[src/rtl/input_cond_pkg.sv]
// Shared definitions for the input conditioner: button FSM state encoding
// and default debounce timing constants.
package input_cond_pkg;

  typedef enum logic [1:0] {
    IDLE_LOW  = 2'd0,
    WAIT_HIGH = 2'd1,
    IDLE_HIGH = 2'd2,
    WAIT_LOW  = 2'd3
  } btn_state_e;

  localparam int DEBOUNCE_CYCLES_DEF = 1000000;
  localparam int CNT_WIDTH_DEF       = 20;

endpackage

[src/rtl/debounce_fsm.sv]
// Single-bit conditioner: two-flop synchronizer, debounce counter and FSM.
// Optional auto-repeat of the press strobe when BTN_AUTOREPEAT_EN is defined.
module debounce_fsm
  import input_cond_pkg::*;
#(
  parameter int DEBOUNCE_CYCLES = DEBOUNCE_CYCLES_DEF,
  parameter int CNT_WIDTH       = CNT_WIDTH_DEF
`ifdef BTN_AUTOREPEAT_EN
  ,
  parameter int REPEAT_DELAY    = 50000000,
  parameter int REPEAT_PERIOD   = 10000000
`endif
) (
  input  logic clk,
  input  logic rst,
  input  logic raw,
  output logic level,
  output logic press,
  output logic rel
);

  logic                 meta_r;
  logic                 sync_r;
  btn_state_e           state_r;
  btn_state_e           state_nxt_s;
  logic [CNT_WIDTH-1:0] cnt_r;
  logic [CNT_WIDTH-1:0] cnt_nxt_s;
  logic                 level_r;
  logic                 press_r;
  logic                 rel_r;
  logic                 level_nxt_s;
  logic                 press_nxt_s;
  logic                 rel_nxt_s;
  logic                 cnt_last_s;

  // The sample that brings the count to DEBOUNCE_CYCLES-1 is the last stable one needed.
  assign cnt_last_s = (cnt_r == CNT_WIDTH'(DEBOUNCE_CYCLES - 2));

`ifdef BTN_AUTOREPEAT_EN
  logic [31:0] rep_cnt_r;
  logic        rep_first_r;
  logic        rep_fire_s;

  assign rep_fire_s = (state_r == IDLE_HIGH) && sync_r &&
                      (rep_first_r ? (rep_cnt_r == 32'(REPEAT_DELAY - 1))
                                   : (rep_cnt_r == 32'(REPEAT_PERIOD - 1)));

  // Repeat timer: runs only while held in IDLE_HIGH, cleared on any other state.
  always_ff @(posedge clk or posedge rst) begin
    if (rst) begin
      rep_cnt_r   <= 32'd0;
      rep_first_r <= 1'b1;
    end else if (state_r != IDLE_HIGH) begin
      rep_cnt_r   <= 32'd0;
      rep_first_r <= 1'b1;
    end else if (rep_fire_s) begin
      rep_cnt_r   <= 32'd0;
      rep_first_r <= 1'b0;
    end else begin
      rep_cnt_r   <= rep_cnt_r + 32'd1;
    end
  end
`endif

  // State register, synchronizer, counter and registered outputs.
  always_ff @(posedge clk or posedge rst) begin
    if (rst) begin
      meta_r  <= 1'b0;
      sync_r  <= 1'b0;
      state_r <= IDLE_LOW;
      cnt_r   <= {CNT_WIDTH{1'b0}};
      level_r <= 1'b0;
      press_r <= 1'b0;
      rel_r   <= 1'b0;
    end else begin
      meta_r  <= raw;
      sync_r  <= meta_r;
      state_r <= state_nxt_s;
      cnt_r   <= cnt_nxt_s;
      level_r <= level_nxt_s;
      press_r <= press_nxt_s;
      rel_r   <= rel_nxt_s;
    end
  end

  // Next-state and counter logic; the counter freezes once a change is accepted.
  always_comb begin
    state_nxt_s = state_r;
    cnt_nxt_s   = cnt_r;
    case (state_r)
      IDLE_LOW: begin
        if (sync_r) begin
          state_nxt_s = WAIT_HIGH;
          cnt_nxt_s   = {CNT_WIDTH{1'b0}};
        end else begin
          state_nxt_s = IDLE_LOW;
        end
      end
      WAIT_HIGH: begin
        if (!sync_r) begin
          state_nxt_s = IDLE_LOW;
        end else if (cnt_last_s) begin
          state_nxt_s = IDLE_HIGH;
          cnt_nxt_s   = cnt_r + {{(CNT_WIDTH-1){1'b0}}, 1'b1};
        end else begin
          cnt_nxt_s   = cnt_r + {{(CNT_WIDTH-1){1'b0}}, 1'b1};
        end
      end
      IDLE_HIGH: begin
        if (!sync_r) begin
          state_nxt_s = WAIT_LOW;
          cnt_nxt_s   = {CNT_WIDTH{1'b0}};
        end else begin
          state_nxt_s = IDLE_HIGH;
        end
      end
      WAIT_LOW: begin
        if (sync_r) begin
          state_nxt_s = IDLE_HIGH;
        end else if (cnt_last_s) begin
          state_nxt_s = IDLE_LOW;
          cnt_nxt_s   = cnt_r + {{(CNT_WIDTH-1){1'b0}}, 1'b1};
        end else begin
          cnt_nxt_s   = cnt_r + {{(CNT_WIDTH-1){1'b0}}, 1'b1};
        end
      end
      default: begin
        state_nxt_s = IDLE_LOW;
        cnt_nxt_s   = {CNT_WIDTH{1'b0}};
      end
    endcase
  end

  // Output decode: strobes fire on the accepting transition, level follows the next state.
  always_comb begin
    press_nxt_s = 1'b0;
    rel_nxt_s   = 1'b0;
    level_nxt_s = (state_nxt_s == IDLE_HIGH) || (state_nxt_s == WAIT_LOW);
    case (state_r)
      WAIT_HIGH: begin
        if (sync_r && cnt_last_s) begin
          press_nxt_s = 1'b1;
        end else begin
          press_nxt_s = 1'b0;
        end
      end
      WAIT_LOW: begin
        if (!sync_r && cnt_last_s) begin
          rel_nxt_s = 1'b1;
        end else begin
          rel_nxt_s = 1'b0;
        end
      end
`ifdef BTN_AUTOREPEAT_EN
      IDLE_HIGH: begin
        press_nxt_s = rep_fire_s;
      end
`endif
      default: begin
        press_nxt_s = 1'b0;
        rel_nxt_s   = 1'b0;
      end
    endcase
  end

  assign level = level_r;
  assign press = press_r;
  assign rel   = rel_r;

endmodule

[src/rtl/input_conditioner.sv]
// Board input front-end: synchronizes and debounces switches (shared counter)
// and buttons (per-bit FSM). Optional feature macro: BTN_AUTOREPEAT_EN.
module input_conditioner
  import input_cond_pkg::*;
#(
  parameter int SW_WIDTH        = 16,
  parameter int BTN_COUNT       = 3,
  parameter int DEBOUNCE_CYCLES = DEBOUNCE_CYCLES_DEF,
  parameter int CNT_WIDTH       = CNT_WIDTH_DEF
`ifdef BTN_AUTOREPEAT_EN
  ,
  parameter int REPEAT_DELAY    = 50000000,
  parameter int REPEAT_PERIOD   = 10000000
`endif
) (
  input  logic                 clk,
  input  logic                 rst,
  input  logic [SW_WIDTH-1:0]  sw_raw,
  input  logic [BTN_COUNT-1:0] btn_raw,
  output logic [SW_WIDTH-1:0]  sw_out,
  output logic                 sw_changed,
  output logic [BTN_COUNT-1:0] btn_level,
  output logic [BTN_COUNT-1:0] btn_press,
  output logic [BTN_COUNT-1:0] btn_release
);

  logic [SW_WIDTH-1:0]  sw_meta_r;
  logic [SW_WIDTH-1:0]  sw_sync_r;
  logic [SW_WIDTH-1:0]  sw_prev_r;
  logic [SW_WIDTH-1:0]  sw_out_r;
  logic                 sw_changed_r;
  logic [CNT_WIDTH-1:0] sw_cnt_r;
  logic [CNT_WIDTH-1:0] sw_cnt_nxt_s;
  logic                 sw_load_s;
  logic                 sw_cnt_last_s;

  assign sw_cnt_last_s = (sw_cnt_r == CNT_WIDTH'(DEBOUNCE_CYCLES - 2));

  // Shared switch counter: any movement restarts it, so a multi-switch change lands as one update.
  always_comb begin
    sw_cnt_nxt_s = sw_cnt_r;
    sw_load_s    = 1'b0;
    if (sw_sync_r == sw_out_r) begin
      sw_cnt_nxt_s = {CNT_WIDTH{1'b0}};
    end else if (sw_sync_r != sw_prev_r) begin
      sw_cnt_nxt_s = {CNT_WIDTH{1'b0}};
    end else if (sw_cnt_last_s) begin
      sw_load_s    = 1'b1;
      sw_cnt_nxt_s = {CNT_WIDTH{1'b0}};
    end else begin
      sw_cnt_nxt_s = sw_cnt_r + {{(CNT_WIDTH-1){1'b0}}, 1'b1};
    end
  end

  // Switch synchronizer, last-sample tracker, counter and registered outputs.
  always_ff @(posedge clk or posedge rst) begin
    if (rst) begin
      sw_meta_r    <= {SW_WIDTH{1'b0}};
      sw_sync_r    <= {SW_WIDTH{1'b0}};
      sw_prev_r    <= {SW_WIDTH{1'b0}};
      sw_out_r     <= {SW_WIDTH{1'b0}};
      sw_changed_r <= 1'b0;
      sw_cnt_r     <= {CNT_WIDTH{1'b0}};
    end else begin
      sw_meta_r    <= sw_raw;
      sw_sync_r    <= sw_meta_r;
      sw_prev_r    <= sw_sync_r;
      sw_out_r     <= sw_load_s ? sw_sync_r : sw_out_r;
      sw_changed_r <= sw_load_s;
      sw_cnt_r     <= sw_cnt_nxt_s;
    end
  end

  assign sw_out     = sw_out_r;
  assign sw_changed = sw_changed_r;

  for (genvar i = 0; i < BTN_COUNT; i++) begin : g_btn
    debounce_fsm #(
      .DEBOUNCE_CYCLES (DEBOUNCE_CYCLES),
      .CNT_WIDTH       (CNT_WIDTH)
`ifdef BTN_AUTOREPEAT_EN
      ,
      .REPEAT_DELAY    (REPEAT_DELAY),
      .REPEAT_PERIOD   (REPEAT_PERIOD)
`endif
    ) u_debounce (
      .clk   (clk),
      .rst   (rst),
      .raw   (btn_raw[i]),
      .level (btn_level[i]),
      .press (btn_press[i]),
      .rel   (btn_release[i])
    );
  end

endmodule

[config.mk]
export PLATFORM = sky130hd
export DESIGN_NAME = input_conditioner
export DESIGN_NICKNAME = d
export VERILOG_FILES = /design/src/rtl/input_cond_pkg.sv /design/src/rtl/debounce_fsm.sv /design/src/rtl/input_conditioner.sv
export SDC_FILE = /design/constraint.sdc
export NUM_CORES = 1
export LEC_CHECK = 0
export CAP_MARGIN = 25
export CORE_MARGIN = 2
export CORE_UTILIZATION = 45
export DETAILED_ROUTE_END_ITERATION = 10
export PLACE_DENSITY = 0.72
export SLEW_MARGIN = 0
export SYNTH_ARGS = -nofsm -noshare
export SYNTH_HDL_FRONTEND = slang
export SYNTH_SLANG_ARGS = --single-unit
[constraint.sdc]
create_clock -name clk -period 6.7 [get_ports clk]
set_input_delay 1.005 -clock clk [delete_from_list [all_inputs] [get_ports clk]]
set_output_delay 1.005 -clock clk [all_outputs]
set_load 0.005 [all_outputs]
# == Word-level counts from Yosys, hierarchy flattened ==
# Cells that the tools add are included.
# word_totals
regBits,166
output_inout_bits,26
elab_cells,136
# op_classes
n_addsub,4
n_eq_ne,33
mux,54
reduce_logical,18
# ops
operator,count
2-to-1 mux 20 bit,15
one-hot mux 20 bit (4 select lines),3
"adder 20 x 1 -> 20 bit, second input constant",4
"== test 20 bit, second input constant",4
"== test 2 bit, second input constant",12
2-to-1 mux 2 bit,12
one-hot mux 2 bit (4 select lines),3
2-to-1 mux 1 bit,21
== test 16 bit,1
inequality test 16 bit,1
"inequality test 2 x 1 -> 1 bit, second input constant",6
"inequality test 2 bit, second input constant",6
AND reduction 4 bit,3
"== test 2 x 1 -> 1 bit, second input constant",3
logical AND 1 bit,6
zero test 2 bit,3
zero test 1 bit,3
logical OR 1 bit,3

# == Depth between registers and ports, before layout ==
# depth
depth_word,6
depth_mapped,7
depth_no_buf,6

# == Hierarchy ==
# A second synthesis with hierarchy kept.
# unflattened
cells_unflattened,616
hier_area_um2,7370.8
# by_module_without_submodules
mod,instances,cells_per_inst,area_each_um2,seq_area_each_um2
debounce_fsm,3,130,1380.1,675.6
input_conditioner,1,226,3230.6,2127.0

# == Least setup slack after synthesis ==
# No wires, ideal clock.
# synth_timing
path_type,register to register
startpoint,register g_btn[1].u_debounce.cnt_r[2]
endpoint,register g_btn[1].u_debounce.level_r
t_arrival_ns,1.836
path_slack_ns,4.739
path_stages_with_launch,6
period_less_slack_ns,1.961
path_cell_list,dfrtp_1 -> inv_2 -> or4_1 -> or4_1 -> buf_2 -> mux2_4
# synth_between
elab_chain_cells,6
elab_cells_between_ends,9
cone_classes,3 x eq/ne; 5 x mux; 1 x reduce/logical
# synth_lines
item,line_no,rtl
start: declaration,debounce_fsm.sv:26,logic [CNT_WIDTH-1:0] cnt_r;
start signal: assignment,debounce_fsm.sv:71,cnt_r <= {CNT_WIDTH{1'b0}};
start signal: assignment,debounce_fsm.sv:79,cnt_r <= cnt_nxt_s;
== test 20 bit *,debounce_fsm.sv:37,assign cnt_last_s = (cnt_r == CNT_WIDTH'(DEBOUNCE_CYCLES - 2));
2-to-1 mux 2 bit (on tied branches),"debounce_fsm.sv:120, debounce_fsm.sv:102",
2-to-1 mux 2 bit (on tied branches),"debounce_fsm.sv:118, debounce_fsm.sv:100",
one-hot mux 2 bit (4 select lines) *,debounce_fsm.sv:90,case (state_r)
== test 2 bit,debounce_fsm.sv:138,level_nxt_s = (state_nxt_s == IDLE_HIGH) || (state_nxt_s == WAIT_LOW);
logical OR 1 bit *,debounce_fsm.sv:138,
via g_btn[1].u_debounce.level_nxt_s,debounce_fsm.sv:31,logic level_nxt_s;
end signal: assignment,debounce_fsm.sv:80,level_r <= level_nxt_s;
end: declaration,debounce_fsm.sv:28,logic level_r;
# The timed path passes the listed nets; every way through them passes the cells marked *.
# A chain may end at the register's enable or synchronous reset.

# == Worst setup path after layout ==
# layout_timing
startpoint,register sw_sync_r[3]
endpoint,register sw_out_r[4] (netlist: sw_out[4])
# layout_between
elab_chain_cells,3
elab_cells_between_ends,4
cone_classes,2 x eq/ne; 2 x mux
# layout_lines
item,line_no,rtl
start: declaration,input_conditioner.sv:28,logic [SW_WIDTH-1:0] sw_sync_r;
start signal: assignment,input_conditioner.sv:59,sw_sync_r <= {SW_WIDTH{1'b0}};
start signal: assignment,input_conditioner.sv:66,sw_sync_r <= sw_meta_r;
inequality test 16 bit,input_conditioner.sv:45,end else if (sw_sync_r != sw_prev_r) begin
2-to-1 mux 1 bit,input_conditioner.sv:45,
2-to-1 mux 1 bit *,input_conditioner.sv:43,if (sw_sync_r == sw_out_r) begin
end signal: assignment,input_conditioner.sv:61,sw_out_r <= {SW_WIDTH{1'b0}};
end signal: assignment,input_conditioner.sv:68,sw_out_r <= sw_load_s ? sw_sync_r : sw_out_r;
end: declaration,input_conditioner.sv:30,logic [SW_WIDTH-1:0] sw_out_r;
# Mark *: on every way between the ends. The rest lies on a longest branch, timed or not.

==> impl_results.md <==
- Required time of the critical path: around 7.0 ns
- RSZ-0062 raised after global routing: no
- Slowest cell on crit path: nor4_1
- Count of cell types in the netlist: 38
- Outcome: finished, final reports clean
- CP endpoint kind: flop
- Router iterations before antenna repair: 4
- Multi-input logic area: between 2000 and 3000 sq um
- CTS H-tree depth: 4
- Cell Area, Synth: ~7000 sq um
- CP cell instances: xnor2_1 > nand4_1 > nor4_1 > nand3_2 > mux2_2
- Synthesis Warnings: 0
- Register Area: a little over 4000 sq um
- Worst Slack Setup Final: between 4 and 5 ns
- Worst skew pair latency: between 0.4 and 0.5 ns
- Min cycle time layout: around 2.5 ns
- Met1 GRT Util: between 20% and 30%
- Largest net degree at the start of global routing: roughly 110
- Met2 Use GR: roughly 28%
- Routed WL: roughly 13000 microns
- Global-route wire length before repair: around 22000 microns
- Max FO, Critical Path: 16
- Cell family with most CP delay: simple AND/OR/NAND/NOR gates
- Layout cells sized above 1: under 10%
- DRC: 0
- Final instance area: a little over 8000 sq um
- Post-synth EDFFs: 0
- Leading area contributor after synthesis: dfrtp_1
- Total grt overflow: 0
- Wire per inst: roughly 15 microns
- Largest incremental delay on the critical path: around 0.6 ns
- Met3 Use GR: 4.95%
- Worst-margin pin slew: ~0.90 ns
- Ys flop type: dfrtp_1
- Sequential area share after synthesis: just under 60%
- Port Buf Inserts: 46
- ANT cells: 0
- CTS buffer count: 17
- Non-Filler Instances: 887
- Pre-CTS WS: ~3.7 ns
- Max Cap Viol: 0
- Vias per cell: 5.15
- Leading cell type by number of instances after synthesis: dfrtp_1
- Die Area: between 15000 and 20000 sq um
- Hold Crit Class: flop to flop
- Post-route ant nets: 0
- Critical path class: flop to flop
- Worst-path clk slew: about 0.060 ns
- Final net count: between 600 and 700
- Vias in the first global route: about 4700
- Final Wtd Congestion: 0.827
- Leakage: 3.48 nW
- Post-CTS setup buffers: 0
- Mapped Nets: approximately 650
- Final setup fails: 0
- Synth async-reset ratio: 100%
- Root Buffer: clkbuf_16
- Mean post-synth cell area: between 10 and 15 sq um
- Layout Skew: ~0.0095 ns
- Fin crit share: around 37%
- Die H: 129 microns
- Final Hold Viols: 0
- Commonest cells post-synth: dfrtp_1 (166), nor2_1 (81), xnor2_1 (57)
- Starting density of the core: between 40 and 50%
- Mapped Cells: ~620
- Total negative slack: 0 ns
- Row cnt: between 40 and 50
- CTS Sinks: 166
- FMAX: 0.405 GHz
- # resized after CTS: 0
- GR peak layer: met2
- Fin. max-slew vios: 0
- Core area: 15300 sq um
- Gr usage total: 17.2%
- Peak supply drop: between 0.15 and 0.2 mV
- IO Pins: 47
- Startpoint Class: flop
- DIE WIDTH: roughly 130 microns
- Area grow syn2layout: 16.9%
- # fillers: around 1300
- Pwr/cell area: roughly 250 nW/um^2
- Data arrival, critical path: 2.76 ns
- Vias: around 4600
- Synth top area cells: dfrtp_1 (59%), xnor2_1 (7.1%), xor2_1 (5.1%), nor2_1 (4.3%), mux2_2 (3.2%)
- Hold buffer count at cts: 0
- CTS max path bufs: 2
- Placed cell count: around 860
- Yosys reg bits: about 170
- Initial antenna violation count: 0
- Final Total Pwr: a little over 0.002 W
- DR iter-0 viols: between 200 and 300
- Placed inst area: 7650 sq um
- CTS tree: done
- Post-detail-place hpwl: between 8000 and 9000 microns
- Yosys top cell area share: approximately three fifths
- Relative max-transition margin: between 30% and 40%
- Bufs and invs on worst path: 0
-- layer usage --
metal	vias to the layer above	part of all wire, %
li1	2191	-
met1	2277	44
met2	77	50
met3	23	3.9
met4	0	2.4
met5	-	0
-- layout make-up --
class                           instances  area share (%)
Clock inverter                          9            1.28
Timing Repair Buffer                   50            5.97
Inverter                               14           0.700
Multi-Input combinational cell        416            32.8
Sequential cell                       166            50.5
Tap cell                              211            3.21
Clock buffer                           21            5.48
-- sequential cells by signal, indices dropped and copies added, names as in the netlist, 6 cells and up --
signal                    count
sw_cnt_r                     20
sw_prev_r                    16
g_btn.u_debounce.cnt_r       60
sw_out                       16
g_btn.u_debounce.state_r      6
sw_meta_r                    16
sw_sync_r                    16
-- worst paths after layout --
check | end | cells past startpoint | from | slack, ns
hold / removal | sw_sync_r[13]$_DFF_PP0_ | 0 | sw_meta_r[13]$_DFF_PP0_ | 0.35
setup reg to reg | sw_out[4]$_DFFE_PP0P_ | 5 | sw_sync_r[3]$_DFF_PP0_ | 4.23
max in group asynchronous | g_btn[2].u_debounce.cnt_r[15]$_DFFE_PP0P_ | 3 | rst | 4.30
hold reg to reg | sw_sync_r[13]$_DFF_PP0_ | 0 | sw_meta_r[13]$_DFF_PP0_ | 0.35
min in group asynchronous | g_btn[0].u_debounce.rel$_DFF_PP0_ | 2 | rst | 1.13
setup / recovery | sw_out[4]$_DFFE_PP0P_ | 5 | sw_sync_r[3]$_DFF_PP0_ | 4.23
-- layout by cell type, fill, tap and decap left out, types with 8 or more instances in the layout --
| cell type | n |
|---|---|
| ha_1 | 8 |
| clkbuf_16 | 17 |
| or3_1 | 8 |
| mux2_2 | 20 |
| dfrtp_1 | 166 |
| nor2_1 | 81 |
| inv_1 | 12 |
| xnor2_1 | 57 |
| xor2_1 | 41 |
| nand2_1 | 41 |
| nor3_1 | 18 |
| nor4_1 | 18 |
| clkdlybuf4s50_1 | 46 |
| o21ai_0 | 11 |
| nand3_1 | 32 |
| or4_1 | 8 |
| nand4_1 | 18 |
-- worst register-to-register path, stage by stage (launching register included) --
cell,delay [ns]
dfrtp_1,0.42
xnor2_1,0.19
nand4_1,0.15
nor4_1,0.60
nand3_2,0.53
mux2_2,0.45
-- where the power goes --
group          internal (W)  leakage [nW]  switching, W
Combinational     0.0000370          1.03     0.0000481
Sequential          0.00103          2.18     0.0000268
Clock              0.000552         0.273      0.000363
Total               0.00162          3.48      0.000438
-- logic make-up (layout without fill, tap and decap cells) --
family | count (synthesis) | after routing | share of synthesized area, %
flip-flops | 166 | 166 | 59.1
AND/OR/NAND/NOR | 261 | 261 | 18.8
XOR/XNOR | 98 | 98 | 12.2
AO/OA/AOI/OAI | 26 | 26 | 2.24
adder cells (fa/ha/maj) | 8 | 8 | 1.42
buffers and inverters | 37 | 94 | 2.53
multiplexers | 23 | 23 | 3.77
-- stage by stage --
stage | util [%] | hold WS (ns)
after CTS | 53.8 | 0.346
final | 53.9 | 0.348
after floorplan | - | 0.331
after global placement | 50.1 | 0.335
after detailed placement | 50.1 | 0.336
after global routing | 53.9 | 0.349
Power figures use the tool's default switching activity.
